[config.mk]
export PLATFORM = sky130hd
export DESIGN_NAME = pattern_det_scheduler
export DESIGN_NICKNAME = d
export VERILOG_FILES = /design/src/rtl/pattern_det_pkg.sv /design/src/rtl/pattern_det_scheduler_rr_arbiter.sv /design/src/rtl/pattern_det_scheduler.sv
export SDC_FILE = /design/constraint.sdc
export NUM_CORES = 1
export LEC_CHECK = 0
export ABC_CLOCK_PERIOD_IN_PS = 8100
export BUFFER_PORTS_ARGS = -buffer_cell sky130_fd_sc_hd__buf_2
export CAP_MARGIN = 25
export CORE_MARGIN = 8
export CORE_UTILIZATION = 65
export CTS_CLUSTER_SIZE = 24
export DETAILED_ROUTE_END_ITERATION = 10
export GPL_ROUTABILITY_DRIVEN = 0
export PLACE_DENSITY = 0.85
export SETUP_SLACK_MARGIN = 0.15
export SKIP_CTS_REPAIR_TIMING = 1
export SYNTH_ARGS = -nofsm -noshare
export SYNTH_HDL_FRONTEND = slang
export SYNTH_SLANG_ARGS = --single-unit
[constraint.sdc]
create_clock -name clk -period 8.1 [get_ports clk]
set_input_delay 1.215 -clock clk [delete_from_list [all_inputs] [get_ports clk]]
set_output_delay 1.215 -clock clk [all_outputs]
set_load 0.02 [all_outputs]
[src/rtl/pattern_det_pkg.sv]
// Shared types and helpers for the time-shared serial pattern detector.
// Optional feature macro (used by the top level): PAT_PROG_EN.
package pattern_det_pkg;

    localparam int         NCH_DEF     = 4;
    localparam int         PAT_W_DEF   = 4;
    localparam logic [3:0] PATTERN_DEF = 4'b1010;
    localparam int         CNT_W_DEF   = 8;
    localparam int         CH_W        = $clog2(NCH_DEF);

    // History is sized for the longest supported pattern; only the low
    // PAT_W bits are meaningful for a given build.
    localparam int HIST_W_MAX = 16;
    localparam int FILL_W     = 5;

    typedef struct packed {
        logic [HIST_W_MAX-1:0] hist;
        logic [FILL_W-1:0]     fill;
    } ch_state_t;

    // Increment that sticks at lim instead of wrapping.
    function automatic logic [31:0] sat_inc(input logic [31:0] val, input logic [31:0] lim);
        return (val >= lim) ? lim : val + 32'd1;
    endfunction

endpackage

[src/rtl/pattern_det_scheduler_rr_arbiter.sv]
// Combinational round-robin arbiter: grants the first requester at or
// after ptr, wrapping around. The pointer itself lives in the parent.
module rr_arbiter #(
    parameter int N  = 4,
    parameter int PW = $clog2(N)
) (
    input  logic [N-1:0]  req,
    input  logic          en,
    input  logic [PW-1:0] ptr,
    output logic [N-1:0]  gnt
);

    // Scan from ptr upward with wrap and grant the first active request.
    always_comb begin
        logic          found;
        logic [PW-1:0] idx;
        gnt   = '0;
        found = 1'b0;
        idx   = '0;
        if (en) begin
            for (int k = 0; k < N; k++) begin
                idx = PW'((int'(ptr) + k) % N);
                if (!found && req[idx]) begin
                    gnt[idx] = 1'b1;
                    found    = 1'b1;
                end
            end
        end
    end

endmodule

[src/rtl/pattern_det_scheduler.sv]
// One overlapping serial-pattern matcher shared round-robin among NCH bit
// streams, with per-channel history, tagged hit pulses and saturating
// per-channel hit counters.
// Optional feature: define PAT_PROG_EN to add cfg_we/cfg_pat and make the
// active pattern run-time programmable; otherwise the pattern is PATTERN.
module pattern_det_scheduler
    import pattern_det_pkg::*;
#(
    parameter int               NCH     = NCH_DEF,
    parameter int               PAT_W   = PAT_W_DEF,
    parameter logic [PAT_W-1:0] PATTERN = PAT_W'(PATTERN_DEF),
    parameter int               CNT_W   = CNT_W_DEF
) (
    input  logic                     clk,
    input  logic                     rst,
    input  logic                     en,
    input  logic [NCH-1:0]           bit_valid,
    input  logic [NCH-1:0]           bit_data,
    output logic [NCH-1:0]           bit_ready,
    input  logic [NCH-1:0]           ch_clr,
    output logic                     hit_valid,
    output logic [$clog2(NCH)-1:0]   hit_ch,
    input  logic [$clog2(NCH)-1:0]   rd_ch,
    output logic [CNT_W-1:0]         rd_cnt
`ifdef PAT_PROG_EN
    ,
    input  logic                     cfg_we,
    input  logic [PAT_W-1:0]         cfg_pat
`endif
);

    localparam int                    CHB       = $clog2(NCH);
    localparam logic [HIST_W_MAX-1:0] HIST_MASK = HIST_W_MAX'((33'd1 << PAT_W) - 33'd1);
    localparam logic [FILL_W-1:0]     FILL_FULL = FILL_W'(PAT_W);
    localparam logic [31:0]           CNT_MAX   = 32'((33'd1 << CNT_W) - 33'd1);

    ch_state_t        st_q  [NCH];
    ch_state_t        st_d  [NCH];
    logic [CNT_W-1:0] cnt_q [NCH];
    logic [CNT_W-1:0] cnt_d [NCH];
    logic             hit_valid_q, hit_valid_d;
    logic [CHB-1:0]   hit_ch_q, hit_ch_d;
    logic [CHB-1:0]   rr_ptr_q, rr_ptr_d;
    logic [NCH-1:0]   gnt;
    logic [CHB-1:0]   gnt_idx;
    logic             any_xfer;
    logic [PAT_W-1:0] active_pat;

`ifdef PAT_PROG_EN
    logic [PAT_W-1:0] pat_q, pat_d;
    assign active_pat = pat_q;
`else
    assign active_pat = PATTERN;
`endif

    rr_arbiter #(.N(NCH), .PW(CHB)) u_arb (
        .req (bit_valid),
        .en  (en & ~rst),
        .ptr (rr_ptr_q),
        .gnt (gnt)
    );

    // The grant only ever covers a valid channel, so grant == transfer.
    assign bit_ready = gnt;
    assign any_xfer  = |gnt;
    assign hit_valid = hit_valid_q;
    assign hit_ch    = hit_ch_q;
    assign rd_cnt    = cnt_q[rd_ch];

    // Convert the one-hot grant to a channel index.
    always_comb begin
        gnt_idx = '0;
        for (int i = 0; i < NCH; i++) begin
            if (gnt[i]) gnt_idx = CHB'(i);
        end
    end

    // Next-state: shift the granted bit into its history, detect a hit, bump the counter, then apply clears.
    always_comb begin
        logic [HIST_W_MAX-1:0] new_hist;
        logic [FILL_W-1:0]     new_fill;
        logic                  discard;
        rr_ptr_d    = rr_ptr_q;
        hit_valid_d = 1'b0;
        hit_ch_d    = hit_ch_q;
        new_hist    = '0;
        new_fill    = '0;
        for (int i = 0; i < NCH; i++) begin
            st_d[i]  = st_q[i];
            cnt_d[i] = cnt_q[i];
        end
`ifdef PAT_PROG_EN
        pat_d   = cfg_we ? cfg_pat : pat_q;
        discard = cfg_we;
`else
        discard = 1'b0;
`endif
        if (any_xfer) begin
            rr_ptr_d = (gnt_idx == CHB'(NCH - 1)) ? '0 : gnt_idx + 1'b1;
            new_hist = ((st_q[gnt_idx].hist << 1) | HIST_W_MAX'(bit_data[gnt_idx])) & HIST_MASK;
            new_fill = FILL_W'(sat_inc(32'(st_q[gnt_idx].fill), 32'(PAT_W)));
            discard  = discard | ch_clr[gnt_idx];
            if (!discard) begin
                st_d[gnt_idx].hist = new_hist;
                st_d[gnt_idx].fill = new_fill;
                if (new_hist == HIST_W_MAX'(active_pat) && new_fill == FILL_FULL) begin
                    hit_valid_d    = 1'b1;
                    hit_ch_d       = gnt_idx;
                    cnt_d[gnt_idx] = CNT_W'(sat_inc(32'(cnt_q[gnt_idx]), CNT_MAX));
                end
            end
        end
        for (int i = 0; i < NCH; i++) begin
            if (ch_clr[i]) begin
                st_d[i]  = '0;
                cnt_d[i] = '0;
            end
        end
`ifdef PAT_PROG_EN
        if (cfg_we) begin
            for (int i = 0; i < NCH; i++) st_d[i] = '0;
        end
`endif
    end

    // State register with synchronous reset that drops every partial match.
    always_ff @(posedge clk) begin
        if (rst) begin
            for (int i = 0; i < NCH; i++) begin
                st_q[i]  <= '0;
                cnt_q[i] <= '0;
            end
            hit_valid_q <= 1'b0;
            hit_ch_q    <= '0;
            rr_ptr_q    <= '0;
`ifdef PAT_PROG_EN
            pat_q       <= PATTERN;
`endif
        end else begin
            for (int i = 0; i < NCH; i++) begin
                st_q[i]  <= st_d[i];
                cnt_q[i] <= cnt_d[i];
            end
            hit_valid_q <= hit_valid_d;
            hit_ch_q    <= hit_ch_d;
            rr_ptr_q    <= rr_ptr_d;
`ifdef PAT_PROG_EN
            pat_q       <= pat_d;
`endif
        end
    end

endmodule

# --- Word-level counts from Yosys, hierarchy flattened ---
# Memory sizes are Yosys's and may differ from the RTL's.
# Cells that the tools add are included.
totals:
  reg_bits: 5
  mem_bits_rw: 116
  in_bits: 17
  out_inout_bits: 15
  wordCells: 133
  mem_count: 2
memory_table:
  columns: ["memory", "depth", "width", "read_ports", "rd_clocked_by_memory_dff", "wr", "line", "rtl"]
  rows:
  - ["st_q", 4, 21, 5, 0, 4, "pattern_det_scheduler.sv:37", "ch_state_t st_q [NCH];"]
  - ["cnt_q", 4, 8, 6, 0, 4, "pattern_det_scheduler.sv:39", "logic [CNT_W-1:0] cnt_q [NCH];"]
op_classes:
  addsub: 6
  magnitude_cmp: 13
  n_eq_ne: 3
  n_mux: 74
  bitwise_logic: 17
  reduce_logical: 15
op_table:
  columns: ["operator", "count"]
  rows:
  - ["two-way mux 21 bit", 9]
  - ["bitwise mux 84 bit", 2]
  - ["two-way mux 84 bit", 2]
  - ["two-way mux 32 bit", 3]
  - ["demux 21 bit (select 2 bit)", 2]
  - ["two-way mux 8 bit", 10]
  - ["bitwise mux 32 bit", 1]
  - ["two-way mux 4 bit", 8]
  - ["two-way mux 1 bit", 21]
  - ["demux 8 bit (select 2 bit)", 1]
  - ["< comparator 2 x 3 -> 1 bit, second input constant", 5]
  - ["binary-select mux 1 bit (select 2 bit)", 6]
  - ["OR 4 bit", 3]
  - ["two-way mux 5 bit", 2]
  - ["logical AND 1 bit", 9]
  - ["adder 8 x 1 -> 8 bit, second input constant", 1]
  - ["demux 1 bit (select 2 bit)", 4]
  - ["greater-or-equal comparator 2 x 1 -> 1 bit, second input constant", 4]
  - ["greater-or-equal comparator 8 bit, second input constant", 1]
  - ["OR 1 bit", 8]
  - ["two-way mux 2 bit", 3]
  - ["adder 5 x 1 -> 5 bit, second input constant", 1]
  - ["== test 5 x 3 -> 1 bit, second input constant", 1]
  - ["greater-or-equal comparator 5 x 3 -> 1 bit, second input constant", 1]
  - ["other kinds (14)", 20]

# --- Longest topological paths before layout ---
logic_depth:
  ltp_word: 30
  mapped_depth: 20
  depth_no_buf: 16

# --- Hierarchy ---
# Synthesis repeated with hierarchy kept, for this count alone.
hier_totals:
  cells_unflattened: 442
  area_unflattened_um2: 4040.1
modules_own_cells:
  columns: ["module", "n_inst", "cells_per_inst", "area_per_inst_um2", "seq_area_each_um2"]
  rows:
  - ["pattern_det_scheduler", 1, 394, 3638.5, 1381.3]
  - ["rr_arbiter", 1, 48, 401.6, 0.0]

# --- Least setup slack after synthesis ---
# No wires, ideal clock.
synth_path:
  path_type: "input to register"
  start: "input port bit_valid[3]"
  end: "memory cnt_q[1][4] (netlist bit)"
  setup_ns: 0.128
  arrival_time_ns: 4.477
  required_time_ns: 7.972
  slack_ns: 3.495
  path_stages: 16
  n_path_buf: 4
  cell_sequence: "mux4_2 nand2_1 o21ai_0 o21ai_0 buf_2 buf_2 clkbuf_1 nand2_1 a22o_1 ha_1 nand2b_1 o21ai_1 and4b_1 buf_6 mux2i_1 nor2_1"
synth_rtl:
  columns: ["item", "line", "rtl"]
  rows:
  - ["from (decl)", "pattern_det_scheduler.sv:17", "input logic [NCH-1:0] bit_valid,"]
  - ["to (decl)", "pattern_det_scheduler.sv:39", null]

==> out/qor.yml <==
cp.required_ns: 8.33
clkSlewWorstSetupHoldPaths_ns: 0.07
slew_violations: 0
grt_max_degree: 30
worstMarginPinSlew_ns: 0.9002
die_height_um: 95.53
h-tree-depth: 3
min_from: "st_q[3][7]"
grt_pass1_wl_mm: 18.22
grt_overflow_total: 0
synth_top_area_share_pct: 33.60
vias_per_cell: 6.817
cts_tree: "done"
synthToLayoutAreaGrowth_pct: 9.038
cts_buffer_depth: 2
cp-end-kind: "register"
path_max_fanout: 29
clk_latency_ns: 0.36
fin_crit_sh_pct: 69.76
path_class: "register to register"
dr.pass1.iters: 5
p_leak_uw: 0.001714
slew_headroom_pct: 39.63
r2r_cells: 15
port_buffers: 31
setup_tns_ns: 0
slowest_delay_ns: 0.64
ios: 32
root_buffer: "clkbuf_8"
ir_drop_v: 0.0002183
cp_data_arrival_time_ns: 5.88
drive_gt1_share_pct: 17.76
fin_nets: 515
yosysWarnings: 0
cpMaxStageDelayCell: "and4b_1"
grt_pass1_vias: 3602
r2r_end: "cnt_q[0][0]"
syn_avg_cell_area_sq_um: 8.804
synth_seq_cells: 69
clock_sinks: 69
ys_seq_area_share_pct: 33.60
final.min_clock_period_ns: 5.650
hold_ws_ns: 0.4590
syn_area_sq_um: 4111
synthFlopType: "dfxtp_1"
place_hpwl_mm: 8.104
drc_errors: 0
routed_wl_mm: 11.61
start_kind: "register"
grt_antenna_before_repair: 0
worstPathCellList: "inv_1, ha_1, mux4_2, a311oi_1, o21ai_2, buf_4, inv_1, or3_1, nand4_1, ha_1, nand2b_1, o21ai_1, and4b_1, mux2i_1, nor2_1"
vias: 3865
min_to: "st_q[3][7]"
status: "finished clean"
yosys.area.top_type: "dfxtp_1"
synthArstFlopShare_pct: 0
rsz0062_at_grt: "false"
path_delay_family: "simple AND/OR/NAND/NOR gates"
finalClockSkew_ns: 0.008581
grtUsageTotal_pct: 25.91
finalNonFillerCells: 567
hold_depth: 2
diodes: 0
setup_viol: 0
dp.cells: 551
row_count: 29
core_area_sq_um: 6241
crit_buf_inv: 3
synth_nets: 497
place_ws_ns: 2.607
final_antenna_net_count: 0
synth_edf_count: 0
wl_per_cell_um: 20.48
power.total_uw: 1255
r2r-start: "rr_ptr_q[0]"
first_iter_violations: 541
synth_area_leaders: "dfxtp_1 34%, mux2i_1 7.8%, mux4_2 6.6%"
initial_core_util_pct: 65.88
hold_viol_final: 0
timing.final.ws_setup_ns: 2.450
die-area_sq_um: 9126
numCtsBuffers: 9
synth_cells: 467
die_w_um: 95.53
maxCapViolations: 0
yosysUniqueCellTypes: 73
reg2reg_slack_ns: 2.45
max_freq_mhz: 177.0
powerDensity_nw_per_um2: 280.0
hp-class: "register to register"
-- flip-flops by register name, summed over array words and instances (netlist names) --
name and cells:
cnt_q 32, hit_valid 1, hit_ch 2, st_q 32, rr_ptr_q 2
-- per-stage QoR --
step	utilization [%]	area, sq um
finish	71.83	4483
global route	71.83	4483
CTS	71.83	4483
detailed placement	67.88	4237
global placement	67.88	4237
floorplan	-	4111
-- cell type report --
class                      count  area (sq um)
sequential                    69          1381
timing repair buffer          33         170.2
multi-input combinational    358          2536
clock buffer                  10         137.6
fill                         492          1758
inverter                      14         52.55
tap                           77         96.34
clock inverter                 6         108.9
-- per-layer routing --
layer	GRT usage [%]	vias to the layer above	wire length, um
li1	-	1772	-
met3	8.504	40	1325
met2	40.06	242	5391
met5	0	-	0
met1	32.01	1811	4562
met4	12.04	0	333
-- synthesized netlist by cell type, drive strengths merged (4+ instances only) --
cell    instances
nor2b           4
o21ai          24
nand3          15
o211ai          4
a211oi         11
and4            4
a21oi          27
o221ai          5
nand4          10
mux2i          32
clkbuf         14
dfxtp          69
o22ai           7
inv            14
o31ai           4
nand2          43
nor2           60
mux4           12
or2             6
and2            4
nor3           14
or3             4
buf            12
ha             13
and3            9
-- where the power goes --
group / total (uW) / switching (uW) / internal, uW
Clock: 347 / 134 / 213
Sequential: 363 / 15.9 / 347
Combinational: 545 / 360 / 185
-- worst max path at each step --
stage                      start     endpoint  slack (ns)  cells past startpoint
global placement    bit_valid[1]  cnt_q[0][6]        2.75                     13
detailed placement  bit_valid[1]  cnt_q[0][0]        2.61                     13
CTS                  rr_ptr_q[0]  cnt_q[0][0]        2.58                     15
floorplan           bit_valid[3]  cnt_q[1][4]        3.49                     16
finish               rr_ptr_q[0]  cnt_q[0][0]        2.45                     15
global route         rr_ptr_q[0]  cnt_q[0][0]        2.15                     15
-- placed cells by master (no fill, tap or decap), types with 7 or more instances in the layout --
cell	instances
mux2i_1	32
and3_1	9
clkbuf_8	10
dfxtp_1	69
o21ai_1	12
nand4_1	10
nand2_1	43
buf_2	31
o22ai_1	7
mux4_2	12
inv_1	13
a211oi_1	10
nor2_1	58
ha_1	13
nor3_1	13
a21oi_1	27
nand3_1	15
o21ai_0	10
-- kinds of logic after synthesis --
| logic type | after synthesis | synth area share (%) |
|---|---|---|
| AND/OR/NAND/NOR | 184 | 21.91 |
| AO/OA/AOI/OAI | 112 | 20.18 |
| flip-flops | 69 | 33.60 |
| multiplexers | 46 | 14.91 |
| buffers and inverters | 40 | 4.808 |
| adder cells (fa/ha/maj) | 13 | 3.956 |
| XOR/XNOR | 3 | 0.6392 |
-- worst register-to-register path: cells and delay by family (launching register included) --
family | cells | cell delay (ns)
multiplexers | 2 | 0.90
flip-flops | 1 | 0.60
buffers and inverters | 3 | 1.06
AND/OR/NAND/NOR | 5 | 1.29
adder cells (fa/ha/maj) | 2 | 0.79
AO/OA/AOI/OAI | 3 | 0.89
Note: power is estimated with default switching activity, not from simulation.
